`config.mk`:
```
export PLATFORM = sky130hd
export DESIGN_NAME = multicycle_control_flat
export DESIGN_NICKNAME = d
export VERILOG_FILES = /design/src/rtl/multicycle_control_if.sv /design/src/rtl/multicycle_control.sv /design/src/flat_wrapper.sv
export SDC_FILE = /design/constraint.sdc
export NUM_CORES = 1
export LEC_CHECK = 0
export CAP_MARGIN = 20
export CORE_MARGIN = 4
export CORE_UTILIZATION = 43
export CTS_CLUSTER_DIAMETER = 40
export CTS_CLUSTER_SIZE = 25
export DETAILED_ROUTE_END_ITERATION = 8
export PLACE_DENSITY_LB_ADDON = 0.12
export SETUP_SLACK_MARGIN = 0.02
export SLEW_MARGIN = 25
export SYNTH_ARGS = -nofsm -noshare
export SYNTH_HDL_FRONTEND = slang
export SYNTH_SLANG_ARGS = --single-unit
```
`constraint.sdc`:
```
create_clock -name clk -period 2.9 [get_ports clk]
set_input_delay 0.58 -clock clk [delete_from_list [all_inputs] [get_ports clk]]
set_output_delay 0.58 -clock clk [all_outputs]
set_load 0.005 [all_outputs]
```
`src/rtl/multicycle_control_if.sv`:
```
// Control bundle between the multicycle controller (master) and the datapath (slave):
// decoded opcode and status flags in, mux selects and write enables out.
interface multicycle_control_if;
  logic [5:0] op;
  logic       zero;
  logic       mem_ready;
  logic       iord;
  logic       mem_write;
  logic       ir_write;
  logic       reg_write;
  logic       reg_dst;
  logic       mem_to_reg;
  logic       alu_src_a;
  logic [1:0] alu_src_b;
  logic [1:0] alu_op;
  logic [1:0] pc_src;
  logic       pc_en;
  logic       illegal;
  logic [3:0] state;

  modport master (
    input  op, zero, mem_ready,
    output iord, mem_write, ir_write, reg_write, reg_dst, mem_to_reg,
           alu_src_a, alu_src_b, alu_op, pc_src, pc_en, illegal, state
  );

  modport slave (
    output op, zero, mem_ready,
    input  iord, mem_write, ir_write, reg_write, reg_dst, mem_to_reg,
           alu_src_a, alu_src_b, alu_op, pc_src, pc_en, illegal, state
  );
endinterface

```
`src/rtl/multicycle_control.sv`:
```
// Main control FSM for the multicycle datapath: fetch/decode/execute/memory/writeback.
// Define MCCTRL_JUMP_EN to decode opcode 000010 (j) into the JEX state; otherwise j is illegal.
module multicycle_control (
  input logic                  clk,
  input logic                  reset,
  multicycle_control_if.master bus
);

  localparam logic [5:0] OpRtype = 6'b000000;
  localparam logic [5:0] OpLw    = 6'b100011;
  localparam logic [5:0] OpSw    = 6'b101011;
  localparam logic [5:0] OpBeq   = 6'b000100;
  localparam logic [5:0] OpAddi  = 6'b001000;
  localparam logic [5:0] OpJ     = 6'b000010;

  typedef enum logic [3:0] {
    StFetch   = 4'd0,
    StDecode  = 4'd1,
    StMemAdr  = 4'd2,
    StMemRd   = 4'd3,
    StMemWb   = 4'd4,
    StMemWr   = 4'd5,
    StRtypeEx = 4'd6,
    StRtypeWb = 4'd7,
    StBeqEx   = 4'd8,
    StAddiEx  = 4'd9,
    StAddiWb  = 4'd10,
    StJex     = 4'd11
  } state_e;

  state_e state_q;

  function automatic logic op_legal(input logic [5:0] op);
    logic ok;
    ok = (op == OpRtype) || (op == OpLw) || (op == OpSw) || (op == OpBeq) || (op == OpAddi);
`ifdef MCCTRL_JUMP_EN
    ok = ok || (op == OpJ);
`endif
    return ok;
  endfunction

  always_ff @(posedge clk or posedge reset) begin
    if (reset) begin
      state_q <= StFetch;
    end else begin
      case (state_q)
        StFetch:   if (bus.mem_ready) state_q <= StDecode;
        StDecode: begin
          case (bus.op)
            OpLw, OpSw: state_q <= StMemAdr;
            OpRtype:    state_q <= StRtypeEx;
            OpBeq:      state_q <= StBeqEx;
            OpAddi:     state_q <= StAddiEx;
`ifdef MCCTRL_JUMP_EN
            OpJ:        state_q <= StJex;
`endif
            default:    state_q <= StFetch;
          endcase
        end
        StMemAdr: begin
          if (bus.op == OpSw)      state_q <= StMemWr;
          else if (bus.op == OpLw) state_q <= StMemRd;
          else                     state_q <= StFetch;
        end
        StMemRd:   if (bus.mem_ready) state_q <= StMemWb;
        StMemWb:   state_q <= StFetch;
        StMemWr:   if (bus.mem_ready) state_q <= StFetch;
        StRtypeEx: state_q <= StRtypeWb;
        StRtypeWb: state_q <= StFetch;
        StBeqEx:   state_q <= StFetch;
        StAddiEx:  state_q <= StAddiWb;
        StAddiWb:  state_q <= StFetch;
        StJex:     state_q <= StFetch;
        default:   state_q <= StFetch;
      endcase
    end
  end

  logic       iord, mem_write, ir_write, reg_write, reg_dst, mem_to_reg, alu_src_a;
  logic       pc_write, branch, pc_en, illegal;
  logic [1:0] alu_src_b, alu_op, pc_src;
  logic [3:0] state;

  always_comb begin
    iord       = 1'b0;
    mem_write  = 1'b0;
    ir_write   = 1'b0;
    reg_write  = 1'b0;
    reg_dst    = 1'b0;
    mem_to_reg = 1'b0;
    alu_src_a  = 1'b0;
    alu_src_b  = 2'b00;
    alu_op     = 2'b00;
    pc_src     = 2'b00;
    pc_write   = 1'b0;
    branch     = 1'b0;
    illegal    = 1'b0;
    state      = state_q;
    case (state_q)
      StFetch: begin
        alu_src_b = 2'b01;
        ir_write  = bus.mem_ready;
        pc_write  = bus.mem_ready;
      end
      StDecode: begin
        alu_src_b = 2'b11;
        illegal   = ~op_legal(bus.op);
      end
      StMemAdr: begin
        alu_src_a = 1'b1;
        alu_src_b = 2'b10;
      end
      StMemRd:   iord = 1'b1;
      StMemWb: begin
        reg_write  = 1'b1;
        mem_to_reg = 1'b1;
      end
      StMemWr: begin
        iord      = 1'b1;
        mem_write = 1'b1;
      end
      StRtypeEx: begin
        alu_src_a = 1'b1;
        alu_op    = 2'b10;
      end
      StRtypeWb: begin
        reg_write = 1'b1;
        reg_dst   = 1'b1;
      end
      StBeqEx: begin
        alu_src_a = 1'b1;
        alu_op    = 2'b01;
        pc_src    = 2'b01;
        branch    = 1'b1;
      end
      StAddiEx: begin
        alu_src_a = 1'b1;
        alu_src_b = 2'b10;
      end
      StAddiWb:  reg_write = 1'b1;
      StJex: begin
        pc_src   = 2'b10;
        pc_write = 1'b1;
      end
      default: ;
    endcase
    pc_en = pc_write | (branch & bus.zero);
    // Reset is asynchronous, so strobes and selects must drop without waiting for a clock edge.
    if (reset) begin
      iord       = 1'b0;
      mem_write  = 1'b0;
      ir_write   = 1'b0;
      reg_write  = 1'b0;
      reg_dst    = 1'b0;
      mem_to_reg = 1'b0;
      alu_src_a  = 1'b0;
      alu_src_b  = 2'b00;
      alu_op     = 2'b00;
      pc_src     = 2'b00;
      pc_en      = 1'b0;
      illegal    = 1'b0;
      state      = 4'd0;
    end
  end

  assign bus.iord       = iord;
  assign bus.mem_write  = mem_write;
  assign bus.ir_write   = ir_write;
  assign bus.reg_write  = reg_write;
  assign bus.reg_dst    = reg_dst;
  assign bus.mem_to_reg = mem_to_reg;
  assign bus.alu_src_a  = alu_src_a;
  assign bus.alu_src_b  = alu_src_b;
  assign bus.alu_op     = alu_op;
  assign bus.pc_src     = pc_src;
  assign bus.pc_en      = pc_en;
  assign bus.illegal    = illegal;
  assign bus.state      = state;

endmodule

```
`src/flat_wrapper.sv`:
```
// flat-port wrapper written by rule: the top's interface ports become plain ports
module multicycle_control_flat 
  (clk, reset, bus_op, bus_zero, bus_mem_ready, bus_iord, bus_mem_write, bus_ir_write, bus_reg_write, bus_reg_dst, bus_mem_to_reg, bus_alu_src_a, bus_alu_src_b, bus_alu_op, bus_pc_src, bus_pc_en, bus_illegal, bus_state);
  multicycle_control_if bus_i ();
  input logic clk;
  input logic reset;
  input wire logic [$bits(bus_i.op)-1:0] bus_op;
  input wire logic [$bits(bus_i.zero)-1:0] bus_zero;
  input wire logic [$bits(bus_i.mem_ready)-1:0] bus_mem_ready;
  output wire logic [$bits(bus_i.iord)-1:0] bus_iord;
  output wire logic [$bits(bus_i.mem_write)-1:0] bus_mem_write;
  output wire logic [$bits(bus_i.ir_write)-1:0] bus_ir_write;
  output wire logic [$bits(bus_i.reg_write)-1:0] bus_reg_write;
  output wire logic [$bits(bus_i.reg_dst)-1:0] bus_reg_dst;
  output wire logic [$bits(bus_i.mem_to_reg)-1:0] bus_mem_to_reg;
  output wire logic [$bits(bus_i.alu_src_a)-1:0] bus_alu_src_a;
  output wire logic [$bits(bus_i.alu_src_b)-1:0] bus_alu_src_b;
  output wire logic [$bits(bus_i.alu_op)-1:0] bus_alu_op;
  output wire logic [$bits(bus_i.pc_src)-1:0] bus_pc_src;
  output wire logic [$bits(bus_i.pc_en)-1:0] bus_pc_en;
  output wire logic [$bits(bus_i.illegal)-1:0] bus_illegal;
  output wire logic [$bits(bus_i.state)-1:0] bus_state;
  assign bus_i.op = bus_op;
  assign bus_i.zero = bus_zero;
  assign bus_i.mem_ready = bus_mem_ready;
  assign bus_iord = bus_i.iord;
  assign bus_mem_write = bus_i.mem_write;
  assign bus_ir_write = bus_i.ir_write;
  assign bus_reg_write = bus_i.reg_write;
  assign bus_reg_dst = bus_i.reg_dst;
  assign bus_mem_to_reg = bus_i.mem_to_reg;
  assign bus_alu_src_a = bus_i.alu_src_a;
  assign bus_alu_src_b = bus_i.alu_src_b;
  assign bus_alu_op = bus_i.alu_op;
  assign bus_pc_src = bus_i.pc_src;
  assign bus_pc_en = bus_i.pc_en;
  assign bus_illegal = bus_i.illegal;
  assign bus_state = bus_i.state;
  multicycle_control u_core (.clk(clk), .reset(reset), .bus(bus_i));
endmodule
```
## Word level (Yosys, flattened, before mapping)

Index checks and enable logic that the tools add are counted.
Widths: inputs -> output; s select.

- Memories kept: 0
- Latch bits: 0
- Input port bits: 10
- Logic and storage cells: 67
- Register bits: 4
- Memory bits (read-only): 0
- Output and inout bits: 19
- Bits in writable memories: 0

- Multiplexer cells: 33
- Reductions and logical operators: 12
- Eq/ne operators: 18
- Shifts and indexed selects: 0
- Multipliers: 0
- Divide/modulo/power cells: 0
- $lt $le $gt $ge: 0
- Bitwise operators: 3
- Add/subtract/negate cells: 0

Operators by type and width:

| kind | count |
|---|---|
| $pmux 4 s7 | 1 |
| $mux 4 | 5 |
| $mux 1 | 18 |
| $eq 4x3->1 const B | 4 |
| $eq 4x4->1 const B | 4 |
| $pmux 4 s4 | 1 |
| $eq 6x6->1 const B | 2 |
| $eq 4x2->1 const B | 2 |
| $mux 2 | 4 |
| $pmux 2 s2 | 2 |
| $eq 6x3->1 const B | 1 |
| $eq 6x4->1 const B | 1 |
| $logic_not 6->1 | 1 |
| $ne 2x2->1 const B | 3 |
| $pmux 2 s3 | 1 |
| $reduce_or 2->1 | 3 |
| $eq 4x1->1 const B | 1 |
| $logic_not 4->1 | 1 |
| $logic_or 1x1->1 | 4 |
| $reduce_or 4->1 | 1 |
| $reduce_and 3->1 | 1 |
| $reduce_or 3->1 | 1 |
| $pmux 1 s2 | 1 |
| $and 1x1->1 | 1 |
| 2 further kinds | 2 |

## Depth between registers and ports, before layout

- Depth in word-level cells: 8
- Gate-level depth with buffers: 6
- Gate-level depth less buffers: 4

## Worst setup path after synthesis

OpenSTA, ideal clock, no wires.

- Path kind: input to output
- Start: input port bus_op[0]
- End: output port bus_illegal
- Required time: 2.320 ns
- Stages on the path: 3
- Arrival time: 1.328 ns
- Path slack: 0.992 ns
- Cell sequence: or4_4 > a21oi_1 > nor4_1

- Longest elaborated chain between the ends: 8
- Elaborated cells between the ends (all ways): 12

RTL lines:

| item | RTL line | RTL |
|---|---|---|
| start: declaration | flat_wrapper.sv:7 | `input wire logic [$bits(bus_i.op)-1:0] bus_op;` |
| $eq 6x6->1 / $logic_not 6->1 (equally long branches) | multicycle_control.sv:35 | `ok = (op == OpRtype) \|\| (op == OpLw) \|\| (op == OpSw) \|\| (op == OpBeq) \|\| (op == OpAddi);` |
| $logic_or 1x1->1 (3 in a row) | multicycle_control.sv:35 |  |
| $logic_or 1x1->1 (*) | multicycle_control.sv:35 |  |
| $not 1->1 (*) | multicycle_control.sv:107 | `illegal = ~op_legal(bus.op);` |
| $mux 1 (*) | multicycle_control.sv:99 | `case (state_q)` |
| $mux 1 (*) | multicycle_control.sv:149 | `if (reset) begin` |
| end: declaration | flat_wrapper.sv:21 | `output wire logic [$bits(bus_i.illegal)-1:0] bus_illegal;` |

Every way passes the cells marked *; elsewhere a longest branch is shown, timed or not.

## Worst setup path after layout

Ends and elaborated chain as after synthesis.

==> reports/metrics.cfg <==
[logic_synthesis]
synth_top_area_share_pct = 16.4
synth_top_family_by_area = simple AND/OR/NAND/NOR gates
ys_top_cells_by_count = 9 x nor2_1, 7 x nand2_1, 5 x nand2b_1, 5 x nor2b_1
synth_xor_area_share_pct = 2.87
synthMuxAreaShare_pct = 0
async_reset_ff_share_pct = 100
post-synth-top-count-cell = nor2_1
yosys_warnings = 0
ys_top_cells_by_area = dfrtp_1 16%, buf_6 7.4%, nor2_1 5.5%
syn_inst = 80
syn-num-nets = 90
synth-compound-area-share_pct = 21.9
synthDistinctLibCells = 37
avgSynthCellArea_um2 = 7.63
synth-seq-cells = 4
synth-simple-area-share_pct = 49.0
synth_ff_type = dfrtp_1
synth_enable_flop_cells = 0
yosys.area.top_type = dfrtp_1
netlist_area_um2 = 611
ys_seq_area_share_pct = 16.4
synthAdderAreaFrac_pct = 0

[die]
rows = 13
start_util_pct = 46.3
die_area_um2 = 2090
die_w_um = 45.7
core_area_um2 = 1320
dieHeight_um = 45.7
io_pins = 29

[cts]
cts.htree.levels = 1
clk_latency_ps = 230
cts_root_buffer = clkbuf_4
cts-buffers-inserted = 3
clkSinkCount = 4
postCtsHoldBufs = 0
clockBufferDepth = 2
cts_tree = done
clkTransAtPathRegs_ps = 40

[global_routing]
grt_pass1_vias = 683
grt_pass1_wl_um = 3040
grt.overflow.total = 0
antenna_found_initial = 0
grt_usage_pct = 19.1
grt_max_degree = 17

[power_and_ir_drop]
power.share.combinational_pct = 38.8
p_sw_w = 0.0000659
seq_power_share_pct = 30.4
sw_frac_of_total_pct = 29.9
pwr-share-clk_pct = 30.7
p_int_w = 0.000154
p_per_area_nw_per_um2 = 231
ir_drop_v = 0.0000853
power.leakage_nw = 0.368

[worst_setup_path]
r2r-end = u_core.state_q[0]$_DFFE_PP0P_
crit_type = in -> out
cp-end-kind = output pin
cp_data_arrival_time_ps = 2220
ff2ff_setup_slack_ps = 1260
cp_max_fo = 3
start_kind = primary input
rr_startpoint = u_core.state_q[0]$_DFFE_PP0P_
required_ps = 2320
reg2regPathDepth = 4

[place]
dp.final_hpwl_um = 1310
gp_congestion = 0.832
port_buffers = 28

[final_layout]
largest_reg_flops = 4
drive_above_1_share_pct = 19.3
reg.largest.list = u_core.state_q x4
area_growth_pct = 56.6
fin_nets = 126
num_antenna_cells = 0
regMostFlops = u_core.state_q

[sta]
finalSetupTns_ps = 0
holdWs_ps = 691
tightest_slew_ps = 478
skew_ps = 0.926
fin_crit_ps = 2800
relSlewSlack_pct = 68.1
finalSetupViolations = 0
rsz0062_at_grt = yes
timing_hold_violations_final = 0
slew_violations = 0
max_freq_mhz = 358
period_share_pct = 96.4

[drt]
drc = 0
drtPass1Iterations = 4
ant_nets = 0
wl_per_cell_um = 13.0
vias = 712
vias_per_cell = 5.52
drtIter0Drc = 13
wirelength_um = 1680

[run_status]
status = complete, no violations

[hold_path]
hold_class = reg -> reg
worstHoldPathCells = 1
holdCritStartpoint = u_core.state_q[3]$_DFFE_PP0P_
worst_hold_path.endpoint = u_core.state_q[2]$_DFFE_PP0P_

[job]
maxCapViolations = 0

[placed cells by master (no fill, tap or decap), drive strengths merged, types with 2 or more instances in the layout]
cell type,instances
a31oi,4
nor4,4
a211oi,2
nand2b,5
nand2,7
clkbuf,3
buf,9
nor3b,4
and4,2
nand4,2
o211ai,2
nor2b,5
inv,2
clkdlybuf4s50,28
and3,2
o21ai,4
nor2,10
dfrtp,4
[final cells by class]
| cell class | count | area [µm²] |
|---|---|---|
| timing repair buffer | 37 | 348 |
| multi-input combinational | 68 | 459 |
| inverter | 2 | 7.51 |
| sequential | 4 | 100 |
| tap | 15 | 18.8 |
| clock buffer | 3 | 22.5 |
| fill | 110 | 362 |
[routing by layer]
layer | vias to the layer above | part of all wire [%] | global-route usage (%)
met4 | 0 | 1.1 | 5.26
met1 | 323 | 48 | 27.8
met2 | 22 | 47 | 30.1
li1 | 365 | - | -
met3 | 2 | 3.9 | 0.791
met5 | - | 0 | 0
[through the flow]
step	instance area [µm²]	std cells	util, %	setup WS [ps]	total power [W]
CTS	947	129	71.9	81.2	0.000222
global route	956	129	72.6	18.1	0.000234
detailed placement	925	126	70.2	86.8	0.000152
finish	956	129	72.6	104	0.000220
global placement	925	126	70.2	95.1	0.000151
floorplan	611	80	-	992	0.000109
[worst max-delay path, cell delays in order]
cell and delay [ps]:
clkdlybuf4s50_1 430, or4_4 540, a21oi_1 170, nor4_2 50
clkdlybuf4s50_1 440
[logic make-up after synthesis]
logic type,after synthesis
AOI/OAI and AO/OA,18
buffers and inverters,8
xor gates and xnor gates,2
and+or+nand+nor,48
DFF,4
[power by group through the flow]
stage	Combinational, W	Sequential [W]	Clock (W)
after floorplan	0.0000480	0.0000614	0
after global placement	0.0000829	0.0000680	0
after detailed placement	0.0000841	0.0000677	0
after CTS	0.0000846	0.0000671	0.0000701
after global routing	0.0000943	0.0000683	0.0000712
final	0.0000856	0.0000671	0.0000677
[worst max path at each step]
stage	start	end	slack [ps]	cells after the start
final	bus_op[0]	bus_illegal	100	5
after global routing	reset	bus_alu_op[0]	20	5
after CTS	reset	bus_iord	80	6
after detailed placement	reset	bus_reg_dst	90	6
after global placement	bus_op[0]	bus_illegal	100	5
after floorplan	bus_op[0]	bus_illegal	990	3
[what timing repair did]
action                                  in CTS  in global routing
endpoints found under the setup margin       0                  3
setup buffers                                0                  0
endpoints found under the hold margin        0                  0
resized for setup                            0                  2
Power figures use the tool's default switching activity.
